### config.mk
export PLATFORM = sky130hd
export DESIGN_NAME = multicycle_ctrl
export DESIGN_NICKNAME = d
export VERILOG_FILES = /design/src/rtl/multicycle_ctrl_pkg.sv /design/src/rtl/multicycle_ctrl_instr_decode.sv /design/src/rtl/multicycle_ctrl.sv
export SDC_FILE = /design/constraint.sdc
export NUM_CORES = 1
export LEC_CHECK = 0
export CORE_UTILIZATION = 55
export DETAILED_ROUTE_END_ITERATION = 8
export DONT_BUFFER_PORTS = 1
export MAX_ROUTING_LAYER = met4
export PLACE_DENSITY = 0.7
export SKIP_LAST_GASP = 1
export SLEW_MARGIN = 20
export SYNTH_ARGS = -nofsm -noshare
export SYNTH_HDL_FRONTEND = slang
export SYNTH_HIERARCHICAL = 1
export SYNTH_SLANG_ARGS = --single-unit
### constraint.sdc
create_clock -name clk -period 4.1 [get_ports clk]
set_clock_uncertainty 0.05 [all_clocks]
set_input_delay 1.025 -clock clk [delete_from_list [all_inputs] [get_ports clk]]
set_output_delay 1.025 -clock clk [all_outputs]
set_load 0.02 [all_outputs]
### src/rtl/multicycle_ctrl_pkg.sv
// Shared types and encodings for the multi-cycle control sequencer.
package ctrl_pkg;

  typedef enum logic [2:0] {
    FETCH  = 3'd0,
    DECODE = 3'd1,
    EXEC   = 3'd2,
    BRANCH = 3'd3,
    HALT   = 3'd4
  } state_t;

  localparam logic [6:0] OPC_OPIMM  = 7'b0010011;
  localparam logic [6:0] OPC_BRANCH = 7'b1100011;
  localparam logic [2:0] F3_ADDI    = 3'b000;
  localparam logic [2:0] F3_BNE     = 3'b001;

endpackage

### src/rtl/multicycle_ctrl_instr_decode.sv
// Combinational IR decode: recognises addi/bne and extracts register fields.
module instr_decode
  import ctrl_pkg::*;
#(
  parameter int D_WIDTH = 32
) (
  input  logic [D_WIDTH-1:0] ir,
  output logic               is_addi,
  output logic               is_bne,
  output logic [4:0]         rs1,
  output logic [4:0]         rs2,
  output logic [4:0]         rd
);

  logic [6:0] opcode;
  logic [2:0] funct3;
  logic       unused_upper;

  assign opcode  = ir[6:0];
  assign funct3  = ir[14:12];
  assign rd      = ir[11:7];
  assign rs1     = ir[19:15];
  assign rs2     = ir[24:20];
  assign is_addi = (opcode == OPC_OPIMM)  && (funct3 == F3_ADDI);
  assign is_bne  = (opcode == OPC_BRANCH) && (funct3 == F3_BNE);

  // funct7 / immediate bits are consumed by the datapath's immediate generator, not here
  assign unused_upper = ^ir[D_WIDTH-1:25];

endmodule

### src/rtl/multicycle_ctrl.sv
// Multi-cycle fetch/decode/execute sequencer for addi and bne.
// Optional retired-instruction counter enabled by defining PERF_CNT_EN.
module multicycle_ctrl
  import ctrl_pkg::*;
#(
  parameter int D_WIDTH   = 32,
  parameter int CNT_WIDTH = 32
) (
  input  logic               clk,
  input  logic               rst,
  output logic               imem_req,
  input  logic               imem_ack,
  input  logic [D_WIDTH-1:0] instr,
  input  logic               EQ,
  output logic [4:0]         rs1,
  output logic [4:0]         rs2,
  output logic [4:0]         rd,
  output logic               ALUsrc,
  output logic               ALUctrl,
  output logic               RegWrite,
  output logic               ImmSrc,
  output logic               PCsrc,
  output logic               pc_en,
  output logic               busy,
  output logic               illegal
`ifdef PERF_CNT_EN
  ,
  output logic [CNT_WIDTH-1:0] instret
`endif
);

  state_t             state;
  logic [D_WIDTH-1:0] ir;
  logic               is_addi;
  logic               is_bne;
  logic               branch_cyc;

  instr_decode #(.D_WIDTH(D_WIDTH)) u_decode (
    .ir      (ir),
    .is_addi (is_addi),
    .is_bne  (is_bne),
    .rs1     (rs1),
    .rs2     (rs2),
    .rd      (rd)
  );

  // EQ is produced by the ALU during the branch cycle itself, so it cannot be registered
  assign PCsrc = branch_cyc & ~EQ;

  // Sequencer: strobes are registered on the transition into the state that owns them
  always_ff @(posedge clk or posedge rst) begin
    if (rst) begin
      state      <= FETCH;
      ir         <= '0;
      imem_req   <= 1'b1;
      busy       <= 1'b1;
      illegal    <= 1'b0;
      ALUsrc     <= 1'b0;
      ALUctrl    <= 1'b0;
      RegWrite   <= 1'b0;
      ImmSrc     <= 1'b0;
      pc_en      <= 1'b0;
      branch_cyc <= 1'b0;
    end else begin
      ALUsrc     <= 1'b0;
      ALUctrl    <= 1'b0;
      RegWrite   <= 1'b0;
      ImmSrc     <= 1'b0;
      pc_en      <= 1'b0;
      branch_cyc <= 1'b0;
      case (state)
        FETCH: begin
          if (imem_ack) begin
            ir       <= instr;
            imem_req <= 1'b0;
            state    <= DECODE;
          end else begin
            imem_req <= 1'b1;
          end
        end
        DECODE: begin
          if (is_addi) begin
            ALUsrc   <= 1'b1;
            RegWrite <= 1'b1;
            pc_en    <= 1'b1;
            state    <= EXEC;
          end else if (is_bne) begin
            ALUctrl    <= 1'b1;
            ImmSrc     <= 1'b1;
            pc_en      <= 1'b1;
            branch_cyc <= 1'b1;
            state      <= BRANCH;
          end else begin
            illegal <= 1'b1;
            busy    <= 1'b0;
            state   <= HALT;
          end
        end
        EXEC, BRANCH: begin
          imem_req <= 1'b1;
          state    <= FETCH;
        end
        HALT: begin
          imem_req <= 1'b0;
          busy     <= 1'b0;
          illegal  <= 1'b1;
          state    <= HALT;
        end
        default: begin
          imem_req <= 1'b0;
          busy     <= 1'b0;
          illegal  <= 1'b1;
          state    <= HALT;
        end
      endcase
    end
  end

`ifdef PERF_CNT_EN
  // Retired-instruction counter, wraps naturally at its width
  always_ff @(posedge clk or posedge rst) begin
    if (rst) begin
      instret <= '0;
    end else if ((state == EXEC) || (state == BRANCH)) begin
      instret <= instret + CNT_WIDTH'(1);
    end else begin
      instret <= instret;
    end
  end
`else
  localparam int unused_cnt_width = CNT_WIDTH;
`endif

endmodule

==> impl_metrics.yaml <==
job:
  maxCapViolations: 0
worst_setup_path:
  critPathBufInv: 0
  critPathKind: "input pin to output port"
  slowest_delay_ps: 310
  end_kind: "output port"
  slowest_stage: "nor2b_1"
  worstPathArrival_ps: 1330
  path_cells: "nor2b_1"
  cp-start-kind: "input pin"
  required_ps: 3020
  cpLargestDelayFamily: "simple AND/OR/NAND/NOR gates"
  cp_max_fo: 1
sta:
  period_minus_slack_ps: 2410
  rsz0062_at_grt: "no"
  fmax_mhz: 415
  tns_ps: 0
  finalHoldViolCount: 0
  drv_slew: 0
  slew_headroom_pct: 56.0
  setup_viol: 0
  setup_slack_ps: 1690
  worst_pin_slew_ps: 658
  timing.final.crit_share_pct: 58.7
logic_synthesis:
  ys_warn_count: 6
  syn_area_um2: 1470
  synthCells: 105
  avgSynthCellArea_um2: 14.0
  syn_nets: 141
floorplanning:
  start_util_pct: 58.9
  io-pin-count: 60
  fp.dieH_um: 53.7
  die_x_um: 53.7
  die_area_um2: 2890
  rows: 18
  core_area_um2: 2500
route:
  dr.pass1.iters: 3
  postRouteAntennaNets: 0
  vias: 682
  routed_via_density: 5.46
  remaining_drc_errors: 0
  wl_um: 1930
  drt_iter0_markers: 9
  wl_per_cell_um: 15.4
clock_tree:
  cts_tree: "yes"
  postCtsSetupBuffers: 0
  cts.sinks: 34
  numCtsBuffers: 5
  clk_pin_slew_ps: 90
  ctsHoldBuffers: 0
  clock_latency_ps: 320
  postCtsResizedCells: 0
  cts_root_buffer: "clkbuf_4"
  cts.path.max_buffers: 2
  h-tree-depth: 2
power:
  power.density_nw_per_um2: 446
  leakagePower_nw: 0.632
  vdd.ir_drop.worst_v: 0.000375
worst_hold_path:
  hold_class: "flip-flop to flip-flop"
run_status:
  status: "finished clean"
grt:
  antenna_found_initial: 0
  grt-ovfl-total: 0
  grt_pass1_wl_um: 2910
  track_usage_pct: 15.9
  grt_pass1_vias: 634
  grt_start_max_net_pins: 35
cells_and_area:
  fill_cells: 200
  fin_area_um2: 1460
  antenna_cells: 0
  fin_nets: 130
  layout.cells.non_filler: 125
  syn2layout_area_growth_pct: -1.11
  final_util_pct: 58.2
  drive_above_1_share_pct: 38.9
place:
  dpl.cell_count: 116
  port_buffers: 0
  dpl-instance-area_um2: 1360
  pre_cts_slack_ps: 1520
  dp_hpwl_um: 1330
  gp_congestion: 0.723
placed cells by master (no fill, tap or decap):
cell,instances
inv_1,5
nor4_2,1
mux2_2,23
clkbuf_1,1
nor3b_1,1
nor2_1,4
clkbuf_4,5
a21oi_1,1
mux2_1,2
dfrtp_1,32
nand2b_4,1
nand3_1,1
buf_8,1
nor3_4,1
nand2b_1,1
a31oi_1,1
nand4bb_1,1
nor4_1,1
nor2b_1,1
o21ai_0,1
a211oi_1,1
nand3b_1,1
nand4b_1,1
bufinv_16,1
buf_4,1
or4b_1,1
clkbuf_8,1
dfstp_2,2
and2_1,1
where the power goes:
group / switching [W] / leakage [nW] / total, W / internal [W]
Sequential: 0.0000235 / 0.429 / 0.000376 / 0.000352
Clock: 0.000102 / 0.0455 / 0.000247 / 0.000146
Combinational: 0.0000115 / 0.157 / 0.0000261 / 0.0000146
Total: 0.000137 / 0.632 / 0.000649 / 0.000512
flip-flops by register name (all words and copies together) (netlist names):
name and cells:
ir 25, state 3, RegWrite 1, branch_cyc 1, busy 1, illegal 1, imem_req 1, pc_en 1
path summary, 6_finish.rpt:
| kind | start | to | slack, ps | cells after the start |
|---|---|---|---|---|
| min reg2reg | state[2] | imem_req | 460 | 1 |
| min | state[2] | imem_req | 460 | 1 |
| min in group asynchronous | rst | ir[23] | 620 | 2 |
| max reg2reg | ir[5] | busy | 2180 | 5 |
| max | EQ | PCsrc | 1690 | 1 |
| max in group asynchronous | rst | busy | 3050 | 2 |
metal layers:
layer  vias up  wire (um)  global-route usage, %  share of wire, %
met5         -          0                      -                 0
met4         0         37                   9.21               1.9
met3         5        141                   5.93               7.3
met2        33        902                   22.8                47
met1       327        845                   19.0                44
li1        317          -                      -                 -
area by class of cell:
type / count / area [um2] / area share (%)
well taps: 30 / 37.5 / 2.58
repair buffers: 2 / 22.5 / 1.55
multi-input cells: 46 / 438 / 30.1
clock buffers: 7 / 55.1 / 3.78
inverters: 5 / 18.8 / 1.29
clock inverters: 1 / 30.0 / 2.06
flip-flops and latches: 34 / 853 / 58.6
through the flow:
step                power (W)  hold slack, ps
floorplan            0.000417             409
CTS                  0.000659             464
global placement     0.000408             437
detailed placement   0.000410             450
finish               0.000649             459
global route         0.000679             487
Note: power is estimated with default switching activity, not from simulation.
